--- src/rtl/cpu_types_pkg.sv ---
// Core-wide scalar types shared by datapath packages.
package cpu_types_pkg;
  localparam int WORD_W = 32;
  typedef logic [WORD_W-1:0] word_t;
endpackage

--- src/rtl/dp_types_pkg.sv ---
// BTB entry and 2-bit predictor counter types, plus the saturating counter step.
package dp_types_pkg;
  import cpu_types_pkg::*;

  // Wide enough for the smallest table (2 entries); larger tables zero-fill the top tag bits.
  localparam int TAG_W = 30;
  typedef logic [TAG_W-1:0] btb_tag_t;

  typedef enum logic [1:0] {
    STRONG_NT = 2'b00,
    WEAK_NT   = 2'b01,
    WEAK_T    = 2'b10,
    STRONG_T  = 2'b11
  } bpcnt_t;

  typedef struct packed {
    logic     valid;
    btb_tag_t tag;
    word_t    target;
    bpcnt_t   cnt;
  } btb_entry_t;

  function automatic bpcnt_t bpcnt_step(input bpcnt_t c, input logic taken);
    bpcnt_t n;
    n = c;
    case (c)
      STRONG_NT: n = taken ? WEAK_NT  : STRONG_NT;
      WEAK_NT:   n = taken ? WEAK_T   : STRONG_NT;
      WEAK_T:    n = taken ? STRONG_T : WEAK_NT;
      STRONG_T:  n = taken ? STRONG_T : WEAK_T;
      default:   n = WEAK_NT;
    endcase
    return n;
  endfunction
endpackage

--- src/rtl/branch_predictor.sv ---
// Direct-mapped BTB with 2-bit counters: zero-latency lookup, update commits on the edge after upd_valid & upd_en.
// No backpressure of its own; upd_en low (pipeline stall) freezes the table and mispredict count.
module branch_predictor
  import cpu_types_pkg::*;
  import dp_types_pkg::*;
#(
  parameter int ENTRIES = 8
) (
  input  logic        CLK,
  input  logic        nRST,
  input  word_t       if_pc,
  output logic        pred_taken,
  output word_t       pred_target,
  input  logic        upd_valid,
  input  logic        upd_en,
  input  word_t       upd_pc,
  input  logic        upd_taken,
  input  word_t       upd_target,
  input  logic        upd_pred_taken,
  input  word_t       upd_pred_target,
  output logic        phit,
  output logic [15:0] mispredicts
);
  localparam int IDX_W = $clog2(ENTRIES);

  btb_entry_t btb_q [ENTRIES];

  logic [IDX_W-1:0] if_idx, upd_idx;
  btb_tag_t         if_tag, upd_tag;
  btb_entry_t       if_ent, upd_ent;
  logic             upd_hit;

  // PC bits [1:0] are dropped by the shifts, so unaligned PCs alias to their word.
  always_comb begin
    if_idx  = IDX_W'(if_pc >> 2);
    if_tag  = TAG_W'(if_pc >> (IDX_W + 2));
    upd_idx = IDX_W'(upd_pc >> 2);
    upd_tag = TAG_W'(upd_pc >> (IDX_W + 2));
    if_ent  = btb_q[if_idx];
    upd_ent = btb_q[upd_idx];
    upd_hit = upd_ent.valid && (upd_ent.tag == upd_tag);

    pred_taken  = if_ent.valid && (if_ent.tag == if_tag) && if_ent.cnt[1];
    pred_target = pred_taken ? if_ent.target : (if_pc + 32'd4);

    phit = 1'b1;
    if (upd_valid) begin
      if (upd_pred_taken != upd_taken)
        phit = 1'b0;
      else if (upd_taken && (upd_pred_target != upd_target))
        phit = 1'b0;
    end
  end

  always_ff @(posedge CLK or negedge nRST) begin
    if (!nRST) begin
      for (int i = 0; i < ENTRIES; i++) begin
        btb_q[i] <= '{valid: 1'b0, tag: '0, target: '0, cnt: WEAK_NT};
      end
      mispredicts <= '0;
    end else if (upd_valid && upd_en) begin
      if (upd_hit) begin
        btb_q[upd_idx].cnt <= bpcnt_step(upd_ent.cnt, upd_taken);
        if (upd_taken)
          btb_q[upd_idx].target <= upd_target;
      end else if (upd_taken) begin
        btb_q[upd_idx] <= '{valid: 1'b1, tag: upd_tag, target: upd_target, cnt: WEAK_T};
      end
      if (!phit && (mispredicts != 16'hFFFF))
        mispredicts <= mispredicts + 16'd1;
    end
  end
endmodule

--- config.mk ---
export PLATFORM = sky130hd
export DESIGN_NAME = branch_predictor
export DESIGN_NICKNAME = d
export VERILOG_FILES = /design/src/rtl/cpu_types_pkg.sv /design/src/rtl/dp_types_pkg.sv /design/src/rtl/branch_predictor.sv
export SDC_FILE = /design/constraint.sdc
export NUM_CORES = 1
export LEC_CHECK = 0
export ABC_AREA = 1
export CAP_MARGIN = 10
export CELL_PAD_IN_SITES_DETAIL_PLACEMENT = 1
export CELL_PAD_IN_SITES_GLOBAL_PLACEMENT = 2
export CORE_ASPECT_RATIO = 2
export CORE_UTILIZATION = 36
export CTS_BUF_LIST = sky130_fd_sc_hd__clkbuf_8
export DETAILED_ROUTE_END_ITERATION = 6
export PLACE_DENSITY_LB_ADDON = 0.1
export SLEW_MARGIN = 5
export SYNTH_ARGS = -nofsm -noshare
export SYNTH_HDL_FRONTEND = slang
export SYNTH_SLANG_ARGS = --single-unit
export TNS_END_PERCENT = 30
--- constraint.sdc ---
create_clock -name CLK -period 5.1 [get_ports CLK]
set_clock_uncertainty 0.05 [all_clocks]
set_input_delay 1.02 -clock CLK [delete_from_list [all_inputs] [get_ports CLK]]
set_output_delay 1.02 -clock CLK [all_outputs]
set_load 0.01 [all_outputs]
# ---- Word-level counts from Yosys, hierarchy flattened
# Index checks and enable logic that the tools add are counted.
dict set report op_classes {
  n_lt_le_gt_ge 3
  n_reduce_logical 12
  bitwise_logic 2
  eq_ne 8
  add_sub_neg 2
  mux 29
}
# op n
set ops {}
lappend ops {{bitwise mux 520 bit} 3}
lappend ops {{two-way mux 520 bit} 3}
lappend ops {{demux 65 bit (select 3 bit)} 3}
lappend ops {{binary-select mux 65 bit (select 3 bit)} 2}
lappend ops {{two-way mux 65 bit} 5}
lappend ops {{equality test 30 x 27 -> 1 bit} 2}
lappend ops {{two-way mux 34 bit} 1}
lappend ops {{adder 32 x 3 -> 32 bit, second input constant} 1}
lappend ops {{two-way mux 32 bit} 1}
lappend ops {{inequality test 32 bit} 1}
lappend ops {{adder 16 x 1 -> 16 bit, second input constant} 1}
lappend ops {{inequality test 16 bit, second input constant} 1}
lappend ops {{two-way mux 2 bit} 5}
lappend ops {{greater-or-equal comparator 4 bit, second input constant} 2}
lappend ops {{NOT 3 -> 4 bit} 2}
lappend ops {{one-hot mux 2 bit (4 select lines)} 1}
lappend ops {{logical AND 1 bit} 7}
lappend ops {{two-way mux 1 bit} 5}
lappend ops {{equality test 2 bit, second input constant} 2}
lappend ops {{less-than comparator 4 x 1 -> 1 bit, second input constant} 1}
lappend ops {{AND reduction 2 bit} 2}
lappend ops {{equality test 2 x 1 -> 1 bit, second input constant} 1}
lappend ops {{zero test 2 bit} 1}
lappend ops {{nonzero test 2 bit} 1}
lappend ops {{2 further kinds} 2}
dict set report word_totals {
  output_inout_bits 50
  inputBits 134
  reg_bits 536
  elab_cells 89
}

# ---- Depth between registers and ports, before layout
# Gate-level depths: netlist (run 1).
dict set report logic_depth {
  word_depth 12
  mapped_depth 20
  ltp_nobuf 17
}

# ---- Worst setup path before layout (run 1)
# OpenSTA, ideal clock, no wires.
dict set report synth_path {
  path_type {in2out}
  startpoint {input if_pc[2]}
  endpoint {output pred_target[25]}
  n_path_buf 3
  required_ns 4.030
  setup_slack_ns 1.060
  arrival_time_ns 2.970
  cell_stages 15
  cell_sequence {buf_2 > buf_4 > buf_6 > nand3_2 > nor2_1 > nand4_1 > nor2_1 > nand2_1 > nor2_1 > nand3_1 > nor2_1 > nand3_1 > xnor2_1 > nor2_1 > nor2_1}
}
dict set report synth_between {
  elab_chain_cells 8
}
# item line_no
set synth_rtl {}
lappend synth_rtl {{start: declaration} branch_predictor.sv:11} ;# input word_t if_pc,
lappend synth_rtl {{NOT 3 -> 4 bit (not written as such)} branch_predictor.sv:39} ;# if_ent = btb_q[if_idx];
lappend synth_rtl {{binary-select mux 65 bit (select 3 bit)} branch_predictor.sv:39}
lappend synth_rtl {{two-way mux 65 bit (not written as such) (2 in a row)} branch_predictor.sv:39}
lappend synth_rtl {{equality test 30 x 27 -> 1 bit} branch_predictor.sv:43} ;# pred_taken = if_ent.valid && (if_ent.tag == if_tag) && if_ent.cnt[1];
lappend synth_rtl {{logical AND 1 bit (2 in a row)} branch_predictor.sv:43}
lappend synth_rtl {{two-way mux 32 bit *} branch_predictor.sv:44} ;# pred_target = pred_taken ? if_ent.target : (if_pc + 32'd4);
lappend synth_rtl {{end: declaration} branch_predictor.sv:13} ;# output word_t pred_target,
# Every way passes the cells marked *; elsewhere a longest branch is shown, timed or not. The select of a mux whose other input is x is not followed.

# ---- Final worst setup path (run 1)
dict set report layout_path {
  startpoint {input if_pc[7]}
  endpoint {output pred_target[31]}
}
dict set report layout_between {
  elab_chain_cells 4
}
# item line_no
set layout_rtl {}
lappend layout_rtl {{branches (longest 3 deep; another with adder 32 x 3 -> 32 bit)} --}
lappend layout_rtl {{two-way mux 32 bit *} branch_predictor.sv:44}
# Every way passes the cells marked *.

==> results of run 1 <==
[metal layers]
layer  track usage  vias to the layer above  wire length, um
li1              -                    12975                -
met1        0.3299                    13511            43730
met2        0.5360                      593            59040
met3       0.04459                      269             4421
met4        0.1712                       12             7019
met5             0                        -               74
[power groups by stage]
stage               sequential (uW)  combinational [uW]  clock (uW)
finish                         5310                2510        3800
global route                   5410                2850        4050
CTS                            5310                2540        3920
detailed placement             5380                2520           0
global placement               5320                2400           0
floorplan                      5230                1540           0
[path summary, 6_finish.rpt]
check                                start               to  slack [ps]  cells after the start
max in group asynchronous             nRST       btb_q[277]        3390                      3
worst min register to register  btb_q[325]       btb_q[325]         420                      2
min in group CLK                btb_q[325]       btb_q[325]         420                      2
worst max-delay path              if_pc[7]  pred_target[31]         -20                     16
worst max register to register  btb_q[431]       btb_q[368]        2160                     18
worst min-delay path                  nRST       btb_q[166]         280                      1
[through the flow]
step | cell area, um2 | power (uW) | worst slack (ps) | instances | util
after floorplan | 27870 | 6773 | 1060 | 3823 | -
after global placement | 32070 | 7722 | -313.9 | 5006 | 0.4179
after detailed placement | 32070 | 7896 | -332.6 | 5006 | 0.4179
after CTS | 33980 | 11770 | -94.57 | 5153 | 0.4427
after global routing | 34070 | 12310 | -196.0 | 5155 | 0.4439
final | 34070 | 11610 | -19.56 | 5155 | 0.4439
[placed cells by master, fill, tap and decap left out, types with 14 or more instances in the layout]
cell	instances
nand2_1	1084
o21ai_0	520
dfrtp_1	504
nor2_1	348
inv_1	294
a21oi_1	253
buf_4	172
nand3_1	162
clkdlybuf4s50_1	150
clkbuf_8	109
o21ai_1	53
o211ai_1	46
xor2_1	46
nand4_1	43
buf_12	40
o22ai_1	38
a32o_1	27
nor3_1	22
clkinv_1	22
dlymetal6s2s_1	16
nor2_2	14
[final cells by class]
cell class	count	share of cell area
diodes	1	0.00007345
clock buffers	109	0.04403
clock inverters	35	0.006464
inverters	309	0.03438
multi-input cells	2767	0.3824
flip-flops and latches	512	0.3764
well taps	1022	0.03753
repair buffers	400	0.1188
[flip-flops by register name, indices dropped and copies added, names as in the netlist]
| register | flops |
|---|---|
| btb_q | 496 |
| mispredicts | 16 |
[timing repair]
item	CTS	global route
setup buffers	3	1
endpoints found under the setup margin	32	29
pin swaps	7	9
resized for setup	53	31
[critical path, stage by stage]
cell	delay (ps)
clkdlybuf4s50_1	470
buf_4	150
nand2_1	80
buf_4	140
nor3_2	220
nand3_2	150
nor3_4	230
buf_4	140
nand3_1	170
nor3_2	150
nand3_1	100
xor2_1	160
nand2_1	110
o21ai_1	100
buf_4	130
clkdlybuf4s50_1	530
[logic make-up after synthesis]
logic type                 count (synthesis)  share of synthesized area
AOI/OAI and AO/OA                        956                     0.1847
and+or+nand+nor                         1747                     0.2556
xor gates and xnor gates                  62                    0.01948
DFF                                      512                     0.4600
adders and majority gates                  2                  0.0008977
buffers and inverters                    544                    0.07928
==> impl_metrics.tcl, run 1 <==
set metrics [dict create \
    dr.pass1.iters 5 \
    grt_max_degree 101 \
    cts.sinks 512 \
    synth_area_mm2 0.02787 \
    n_fill_cell 9667 \
    power_density_mw_per_mm2 340.9 \
    ant_nets 0 \
    numCtsBuffers 82 \
    synth_area_per_cell_um2 7.291 \
    drt-vias-per-instance 5.307 \
    worstPathMaxFanout 3 \
    netlist_top_cells_count "1093 x nand2_1, 527 x o21ai_0, 504 x dfrtp_1" \
    h-tree-depth 3 \
    syn2layout_area_growth_pct 22.23 \
    clkPwrFrac 0.327 \
    switching_share 0.3257 \
    cp_data_arrival_time_ps 4050 \
    synth_area_leader_cell "dfrtp_1" \
    setup_slack_ps -19.56 \
    grt_pass1_wl_um 175900 \
    yosysMostFrequentCell "nand2_1" \
    finalHoldViolations 0 \
    synth_edf_count 0 \
    antenna_found_initial 7 \
    finalSetupTns_ps -19.56 \
    critPathRequiredTime_ps 4030 \
    io_pins 184 \
    cp-start-kind "input port" \
    start_util 0.3631 \
    ctsRootBufferMaster "clkbuf_8" \
    drt-initial-drc-count 1202 \
    drc 0 \
    die_x_um 198.8 \
    clk_pin_slew_ps 60 \
    synthArstFlopShare 1.000 \
    setup_violations 1 \
    rsz0062_at_grt "yes" \
    max_freq_ghz 0.1953 \
    drv_slew 0 \
    synthTopCellsByArea "dfrtp_1 45%, nand2_1 15%, o21ai_0 9.5%" \
    coreArea_mm2 0.07675 \
    cts_hold_buf 0 \
    violations "negative setup slack" \
    rows 144 \
    tightest_slew_ps 947.8 \
    grt.overflow.total 0 \
    die_h_um 395.5 \
    whs_ps 278.3 \
    grt.total_usage 0.2986 \
    critical_path_class "in -> out" \
    internal_power_uw 7832 \
    ir_drop_uv 197.4 \
    yosysUniqueCellTypes 45 \
    yosys_register_bits 512 \
    yosysTopAreaCellShare 0.4525 \
    p_comb_frac 0.216 \
    timing.final.crit_period_ps 5120 \
    final_layout_size_suffix_gt1_frac 0.1053 \
    regArea_mm2 0.01282 \
    hold_path.class "in -> async" \
    yosysWarnings 0 \
    vias 27360 \
    first_global_vias 29772 \
    portBuffers 181 \
    end_kind "primary output" \
    seq_area_frac_synth 0.4600 \
    hpwl_um 81070 \
    clock_path_buffers 3 \
    final_nets 4208 \
    min_period_over_period 1.004 \
    finalWirelength_um 114300 \
    dieArea_mm2 0.07861 \
    cap_viol_max_count 0 \
    relSlewSlack 0.3681 \
    p_leak_uw 0.01621 \
    ys.flop_type "dfrtp_1" \
    power_switching_uw 3782 \
    tritoncts "yes" \
    power_frac_seq 0.457 \
    place_congestion 0.9338 \
    clk_latency_ps 750 \
    status "finished with violations" \
    wl_per_cell_um 22.17 \
    synth_nets 3959 \
    multi_input_area_mm2 0.01303 \
    netlist_instances 3823 \
]
Note: power is estimated with default switching activity, not from simulation.
==> run 2, diff against run 1 <==
CORE_ASPECT_RATIO = 0.7   (was 2)
CORE_UTILIZATION = 39   (was 36)
CTS_CLUSTER_DIAMETER = 40   (was default)
==> impl_metrics.tcl, run 2 (synthesis results as in run 1) <==
set metrics [dict create \
    final_common_cell "nand2_1" \
    timing.final.crit_period_ps 5148 \
    clock_path_buffers 3 \
    rsz0062_at_grt "yes" \
    setup_slack_ps -48.24 \
    critPathRequiredTime_ps 4030 \
    wl_per_cell_um 22.38 \
    drt-vias-per-instance 5.530 \
    largest_reg_flops 496 \
    cts_hold_buf 0 \
    grt.overflow.total 0 \
    final_cells 5062 \
    dieArea_mm2 0.07256 \
    grt_pass1_wl_um 172700 \
    hold_path.class "in -> async" \
    final_layout_size_suffix_gt1_frac 0.09545 \
    antenna_found_initial 3 \
    end_kind "primary output" \
    tritoncts "yes" \
    dp_slack_ps -111.7 \
    cp_slowest_stage_delay_ps 530 \
    final_nets 4168 \
    numCtsBuffers 97 \
    biggestRegsByFlops "btb_q (496), mispredicts (16)" \
    finalHoldViolations 0 \
    h-tree-depth 3 \
    crit_buf_inv 5 \
    whs_ps 371.5 \
    cap_viol_max_count 0 \
    relSlewSlack 0.3714 \
    grt.total_usage 0.3106 \
    power_density_mw_per_mm2 365.4 \
    die_h_um 225.7 \
    setup_violations 1 \
    cp_cell_sequence "clkdlybuf4s50_1, nand2_2, inv_1, nand4_1, nor2_2, nand3_1, nor2_1, nand2_1, nor2_1, nand2_1, nor2_2, xor2_2, inv_1, nand2_1, nand2_1, inv_1, clkdlybuf4s50_1" \
    post-route-util 0.4843 \
    rows 81 \
    drc 0 \
    violations "negative setup slack" \
    worstPathMaxFanout 3 \
    drt-initial-drc-count 2175 \
    clk_pin_slew_ps 60 \
    cp-start-kind "input port" \
    post-cts-setup-buffers 0 \
    coreArea_mm2 0.07023 \
    finalWirelength_um 113300 \
    first_global_vias 28944 \
    min_period_over_period 1.009 \
    cp_top_family "simple AND/OR/NAND/NOR gates" \
    hpwl_um 77560 \
    cp_data_arrival_time_ps 4080 \
    clk_latency_ps 730 \
    critical_path_class "in -> out" \
    io_pins 184 \
    final_cell_mix "1086 x nand2_1, 524 x o21ai_0, 504 x dfrtp_1" \
    p_leak_uw 0.01619 \
    slowest_stage "clkdlybuf4s50_1" \
    ant_nets 0 \
    start_util 0.3968 \
    die_x_um 321.5 \
    path_common_cell "nand2_1" \
    ir_drop_uv 199.3 \
    max_freq_ghz 0.1942 \
    tightest_slew_ps 943.0 \
    cts.sinks 512 \
    drv_slew 0 \
    place_congestion 0.9532 \
    grt_max_degree 102 \
    dr.pass1.iters 5 \
    regMostFlops "btb_q" \
    syn2layout_area_growth_pct 22.04 \
    status "finished with violations" \
    ctsRootBufferMaster "clkbuf_8" \
    numPlacedInstances 4883 \
    portBuffers 181 \
    vias 27994 \
]
run 2: cell types whose count changed in the layout (fill, tap and decap cells not counted), moves of 7 or more:
cell             before  now
clkbuf_8            109  121
clkinvlp_4            1    8
clkdlybuf4s50_1     150  157
inv_1               294  301
nor2_1              348  357
buf_4               172  121
bufinv_16             2   10
dlygate4sd2_1         9    0
run 2: what timing repair did:
item	in CTS	in global routing
gates resized for setup	4	54
pin swaps	0	2
cloned	0	4
setup endpoints to repair	6	33
run 2: through the flow:
stage	power [uW]	area, um2	setup TNS, ps
6_report	12430	34010	-48.24
5_1_grt	13120	34010	-294.4
4_1_cts	12480	33740	0
3_5_place_dp	7858	31540	-390.6
3_3_place_gp	7664	31540	-235.9
2_1_floorplan	6773	27870	0
run 2: worst reg2reg max path, cell delays in order, from the launching register on:
cell	delay (ps)
dfrtp_1	400
inv_1	70
nand2_1	50
nand3_1	100
nand2_1	130
nor2_1	220
nor2_1	80
nor2_1	110
nand2_1	150
nor2_1	130
nand2_1	180
nor2_2	340
nand2_4	240
nand2_4	220
buf_12	240
o21ai_0	170
run 2: metal layers:
layer  vias up  track usage  part of all wire
met5         -            0           0.00024
met4         4      0.07849             0.021
met3       172      0.05614             0.070
met2       816       0.4652              0.43
met1     14076       0.4593              0.48
li1      12926            -                 -
run 2: power by group:
group	internal (uW)	leakage (uW)	switching, uW
clock	2650	0.00120	1930
sequential	4840	0.00642	477
combinational	966	0.00857	1570
total	8460	0.0162	3970
run 2: final cells by class:
cell class / instances / area (um2)
fill: 8718 / 36220
clock inverter: 53 / 519.2
inverter: 309 / 1177
clock buffer: 121 / 1665
multi-input combinational: 2767 / 12980
timing repair inverter: 1 / 7.507
sequential: 512 / 12820
timing repair buffer: 344 / 3650
antenna: 1 / 2.502
tap: 954 / 1194
run 2: path summary, 6_finish.rpt:
check                           startpoint               to  slack (ps)  cells after the start
worst max-delay path              if_pc[5]  pred_target[26]         -50                     17
worst min-delay path                  nRST       btb_q[177]         370                      1
worst max register to register   btb_q[44]       btb_q[240]        2090                     15
worst min register to register  btb_q[390]       btb_q[390]         420                      2
max in group asynchronous             nRST       btb_q[429]        3510                      2
min in group CLK                btb_q[390]       btb_q[390]         420                      2
